File: config.mk
export PLATFORM = sky130hd
export DESIGN_NAME = gates_bist
export DESIGN_NICKNAME = d
export VERILOG_FILES = /design/src/rtl/gates_bist.sv
export SDC_FILE = /design/constraint.sdc
export NUM_CORES = 1
export LEC_CHECK = 0
export BUFFER_PORTS_ARGS = -buffer_cell sky130_fd_sc_hd__buf_2
export CORE_UTILIZATION = 29
export DETAILED_ROUTE_END_ITERATION = 12
export HOLD_SLACK_MARGIN = 0.1
export PLACE_DENSITY = 0.47
export SLEW_MARGIN = 40
export SYNTH_ARGS = -nofsm -noshare
export SYNTH_HDL_FRONTEND = slang
export SYNTH_SLANG_ARGS = --single-unit
export TNS_END_PERCENT = 30
File: constraint.sdc
create_clock -name clk -period 3.1 [get_ports clk]
set_clock_uncertainty 0.2 [all_clocks]
set_input_delay 0.775 -clock clk [delete_from_list [all_inputs] [get_ports clk]]
set_output_delay 0.775 -clock clk [all_outputs]
set_load 0.02 [all_outputs]
File: src/rtl/gates_bist.sv
// Self-test sequencer for the eight-gate bank. Sweeps every {a,b} pair,
// holds each pair for SETTLE_CYC cycles, then compares all eight gate outputs
// against locally computed expectations. Collects a saturating count of
// failing vectors, a sticky per-gate fail mask and a pass/fail verdict.
//
// state  | meaning
// -------+---------------------------------------------------------------
// IDLE   | waiting for start; results of the last sweep are held
// SETTLE | a_out/b_out applied, waiting for the bank outputs to settle
// CHECK  | one cycle; bank outputs are compared at the closing edge
// DONE   | one cycle; done pulse, verdict published, back to IDLE
module gates_bist #(
    parameter int WIDTH      = 4,
    parameter int SETTLE_CYC = 1,
    parameter int ERR_W      = 16
) (
    input  logic             clk,
    input  logic             rst,
    input  logic             start,
    output logic [WIDTH-1:0] a_out,
    output logic [WIDTH-1:0] b_out,
    input  logic [WIDTH-1:0] y_and,
    input  logic [WIDTH-1:0] y_or,
    input  logic [WIDTH-1:0] y_nand,
    input  logic [WIDTH-1:0] y_nor,
    input  logic [WIDTH-1:0] y_xor,
    input  logic [WIDTH-1:0] y_xnor,
    input  logic [WIDTH-1:0] y_not,
    input  logic [WIDTH-1:0] y_buf,
    output logic             busy,
    output logic             done,
    output logic             pass,
    output logic [ERR_W-1:0] err_count,
    output logic [7:0]       fail_mask
);

    localparam int         IDX_W       = 2 * WIDTH;
    localparam logic [7:0] SETTLE_INIT = 8'(SETTLE_CYC - 1);

    typedef enum logic [1:0] {
        S_IDLE,
        S_SETTLE,
        S_CHECK,
        S_DONE
    } state_t;

    state_t           state;
    logic [IDX_W-1:0] idx;
    logic [7:0]       settle_cnt;
    logic [7:0]       mism;
    logic [ERR_W-1:0] err_next;
    logic [7:0]       mask_next;

    // The vector index register is the a/b drive; a is the upper half.
    assign a_out = idx[IDX_W-1:WIDTH];
    assign b_out = idx[WIDTH-1:0];

    // Per-gate mismatch against the currently applied vector; !== so that
    // undriven or unknown outputs are treated as failures.
    always_comb begin
        mism      = '0;
        mism[0]   = (y_and  !== (a_out & b_out));
        mism[1]   = (y_or   !== (a_out | b_out));
        mism[2]   = (y_nand !== ~(a_out & b_out));
        mism[3]   = (y_nor  !== ~(a_out | b_out));
        mism[4]   = (y_xor  !== (a_out ^ b_out));
        mism[5]   = (y_xnor !== ~(a_out ^ b_out));
        mism[6]   = (y_not  !== ~a_out);
        mism[7]   = (y_buf  !== a_out);
        mask_next = fail_mask | mism;
        err_next  = err_count;
        if ((mism != 8'h00) && (err_count != '1)) begin
            err_next = err_count + ERR_W'(1);
        end
    end

    // Sweep sequencer with registered status outputs.
    always_ff @(posedge clk) begin
        if (rst) begin
            state      <= S_IDLE;
            idx        <= '0;
            settle_cnt <= '0;
            busy       <= 1'b0;
            done       <= 1'b0;
            pass       <= 1'b0;
            err_count  <= '0;
            fail_mask  <= '0;
        end else begin
            case (state)
                S_IDLE: begin
                    if (start) begin
                        state      <= S_SETTLE;
                        idx        <= '0;
                        settle_cnt <= SETTLE_INIT;
                        err_count  <= '0;
                        fail_mask  <= '0;
                        pass       <= 1'b0;
                        busy       <= 1'b1;
                    end
                end
                S_SETTLE: begin
                    if (settle_cnt == '0) begin
                        state <= S_CHECK;
                    end else begin
                        settle_cnt <= settle_cnt - 8'd1;
                    end
                end
                S_CHECK: begin
                    err_count <= err_next;
                    fail_mask <= mask_next;
                    if (idx == '1) begin
                        state <= S_DONE;
                        busy  <= 1'b0;
                        done  <= 1'b1;
                        pass  <= (err_next == '0) && (mask_next == 8'h00);
                    end else begin
                        idx        <= idx + IDX_W'(1);
                        settle_cnt <= SETTLE_INIT;
                        state      <= S_SETTLE;
                    end
                end
                S_DONE: begin
                    done  <= 1'b0;
                    state <= S_IDLE;
                end
                default: state <= S_IDLE;
            endcase
        end
    end

endmodule
==> reports/results.env <==
FINALPOWER_W=0.00176
CORE_UM2=8850
SYNTHFLOPTYPE='dfxtp_1'
FINAL_COMMON_CELL='buf_2'
WORST_EP_REQUIRED_TIME_NS=3.15
TRACK_USAGE=0.167
FP.DIEH_UM=98.3
SETUP_VIOL_COUNT_FINAL=0
CTS_BUFFER_DEPTH=2
SYNTH-ADDER-AREA-SHARE=0.0558
HOLD_PATH.STARTPOINT='done'
STDCELL_COUNT=513
SYN-INSTANCE-COUNT=324
YOSYSWARNINGS=0
PLACED_CELLS=506
CELL_AT_THE_ROOT_OF_THE_CLOCK_TREE='clkbuf_8'
YS_ASYNC_SR_FRACTION=0
INITIAL_CORE_UTIL=0.304
SEQUENTIALPOWERSHARE=0.420
COUNT_OF_ANTENNA_DIODES_IN_THE_LAYOUT=0
TRITONCTS_CLOCK_TREE='done'
CRITICAL_PATH.MAX_FANOUT=5
FRACTION_OF_THE_YOSYS_AREA_TAKEN_BY_SEQUENTIAL_CELLS=0.335
COMBINED_AREA_OF_ALL_SYNTHESIZED_CELLS_UM2=2690
HOLDPATHEND='done'
HP-CLASS='reg2reg'
FINALWORSTPATHREQUIREDPERIOD_NS=2.84
P_PER_AREA_nW_PER_UM2=531
FLOORPLAN.DIE_AREA_UM2=9660
P_LEAK_nW=1.44
CTS_SETUP_BUFFERS=0
SYNTH.AVG_CELL_AREA_UM2=8.30
SYNTH_MUX_AREA_FRAC=0.00791
POST_SYNTH_AND_OR_NAND_NOR_AREA_FRACTION=0.260
GRT_PASS1_WL_UM=12800
POST-SYNTH-TOP-AREA-CELL='dfxtp_1'
PLACE.DETAILED.HPWL_UM=6060
GRT_ANTENNA_BEFORE_REPAIR=0
DRIVE_GT1_FRAC=0.252
CRIT_PATH_START_KIND='flip-flop'
TIMING.SETUP.TNS_NS=0
DRC_ERRORS=3
COMB_POWER_SHARE=0.361
DIE_WIDTH_UM=98.3
P_SW_W=0.000666
FINAL_MIN_PERIOD_OVER_CLOCK_PERIOD=0.916
SYNTH_XOR_XNOR_AREA_SHARE=0.143
CLOCK.FMAX_MHz=352
CRIT-REG2REG-CAPTURE='err_count[15]'
GLOBALPLACE.CONGESTION=0.849
NUMPORTBUFFERS=69
RSZ_0062_RAISED_AFTER_GLOBAL_ROUTING='no'
WORSTREGTOREGCELLS=9
FRACTION_OF_SYNTHESIZED_CELL_AREA_TAKEN_BY_THE_TOP_AREA_CELL_TYPE=0.335
NUM_VIAS=2671
CLKLATENCYLATEPIN_NS=0.29
HOLD_VIOLATIONS=0
CLOCK_POWER_SHARE=0.219
WIRE_PER_INST_UM=15.4
CRITICAL_PATH_ARRIVAL_NS=2.89
H-TREE-DEPTH=2
SYNTH.LIB_CELLS_USED.DISTINCT=46
REGTOREGSTARTPOINT='idx[0]'
FINAL_ANT_VIOL_NETS=0
CP-END-KIND='flip-flop'
NETLIST_TOP_CELLS_AREA='dfxtp_1, xnor2_1, xor2_1'
FLOW.AREA_GROWTH_FROM_SYNTHESIS_PCT=23.3
IOS=70
CTS_MADE_BUFFERS=5
CTS-HOLD-FIX-BUFFERS=0
FINALMAXSLEWVIOLATIONS=0
MAX_SLEW.WORST_PIN.SLEW_NS=0.604
SYN-NUM-NETS=371
NFILLCELLS=979
DETAILEDROUTE.FIRSTPASSITERATIONCOUNT=8
VIA_COUNT_OF_THE_FIRST_GLOBAL_ROUTING_PASS=2503
VIOLATIONS='design-rule violations'
AVG_VIAS_PER_CELL=5.21
TIMING_WORST_SETUP_PATH_TYPE='reg2reg'
FINAL_CORE_UTILIZATION=0.375
GRT_MAX_DEGREE=19
OUTCOME='finished, violations left'
NETSWITCHINGFRACTION=0.378
WORST_SLEW_MARGIN_REL=0.592
GRT_REMAINING_OVERFLOW=0
WIRELENGTH_UM=7880
CTS_RESIZED=0
ROW_COUNT=34
MOSTFREQUENTLAYOUTCELLS='buf_2, dfxtp_1, nor2_1'
YOSYS_REGISTER_BITS=45
DRV.MAX_CAP_VIOLATION_COUNT=0
CLK_TRANSITION_REPORTED_PATHS_NS=0.09
FINAL_NETS=452
MIN_DELAY_PATH_DEPTH=2
DRT_ITER0_MARKERS=136
PEAKVDDDROP_V=0.000240
CLOCK-SINKS=45
SYNTH-EDFF-COUNT=0
MULTIINPUTGATEAREA_UM2=1660
SYNTH_COMPOUND_GATE_AREA_SHARE=0.149
R2R_SETUP_SLACK_NS=0.26
LARGEST_FAMILY_OF_LOGIC_CELLS_BY_SYNTHESIZED_AREA='simple AND/OR/NAND/NOR gates'
INT_PWR_W=0.00110
FF_LATCH_AREA_UM2=901
flip-flops by register name, indices dropped and copies added, names as in the netlist:
name / cells
err_count: 16
fail_mask: 8
idx: 8
settle_cnt: 8
state: 2
busy: 1
done: 1
pass: 1
layer usage:
metal | up-vias | global-route usage | wire length, um | part of all wire
met5 | - | 0 | 0 | 0
met4 | 0 | 0.0379 | 72 | 0.0091
met3 | 8 | 0.0308 | 352 | 0.045
met2 | 68 | 0.263 | 3540 | 0.45
met1 | 1264 | 0.237 | 3910 | 0.50
li1 | 1331 | - | - | -
worst max-delay path, stage by stage, from the launching register on:
cell	delay [ns]
dfxtp_1	0.41
inv_1	0.11
ha_1	0.33
xnor2_1	0.18
nand4_1	0.18
or4_4	0.58
o21ai_0	0.35
buf_4	0.20
o311ai_0	0.13
nand3_1	0.11
kinds of logic after synthesis:
| logic type | count (synthesis) |
|---|---|
| XOR/XNOR | 43 |
| multiplexers | 2 |
| flip-flops | 45 |
| buffers and inverters | 31 |
| AO/OA/AOI/OAI | 54 |
| adder cells (fa/ha/maj) | 12 |
| AND/OR/NAND/NOR | 137 |
Yosys cell counts, types with 7 or more instances:
cell type,n
dfxtp_1,45
nand2_1,20
a22oi_1,9
clkbuf_1,7
nand4_1,18
nand3_1,20
xnor2_1,21
nor4_1,9
ha_1,12
nor2_1,40
xor2_1,21
inv_1,21
a21oi_1,8
power by group through the flow:
| stage | Sequential (W) | Combinational, W | Clock (W) |
|---|---|---|---|
| 6_report | 0.000739 | 0.000636 | 0.000386 |
| 5_1_grt | 0.000755 | 0.000716 | 0.000420 |
| 4_1_cts | 0.000739 | 0.000639 | 0.000399 |
| 3_5_place_dp | 0.000752 | 0.000636 | 0 |
| 3_3_place_gp | 0.000752 | 0.000628 | 0 |
| 2_1_floorplan | 0.000767 | 0.000432 | 0 |
worst max-delay path by stage:
stage | start | cells after the start | endpoint | slack (ns)
after detailed placement | y_buf[0] | 8 | err_count[15] | 0.22
final | idx[0] | 9 | err_count[15] | 0.26
after global routing | idx[0] | 9 | err_count[7] | 0.08
after floorplan | idx[6] | 9 | pass | 0.30
after CTS | idx[0] | 9 | err_count[15] | 0.28
after global placement | y_buf[2] | 7 | err_count[12] | 0.31
area by class of cell:
class	instances	area share
timing repair buffer	84	0.138
clock buffer	7	0.0260
multi-input combinational	248	0.500
inverter	21	0.0238
sequential	45	0.272
tap	108	0.0408
metrics by stage:
step / hold slack [ns] / setup WS, ns / area [um^2]
CTS: 0.270 / 0.283 / 3320
floorplan: 0.281 / 0.301 / 2690
finish: 0.264 / 0.261 / 3320
global route: 0.295 / 0.0836 / 3320
global placement: 0.249 / 0.312 / 3230
detailed placement: 0.257 / 0.223 / 3230
(Power assumes the default switching activity.)
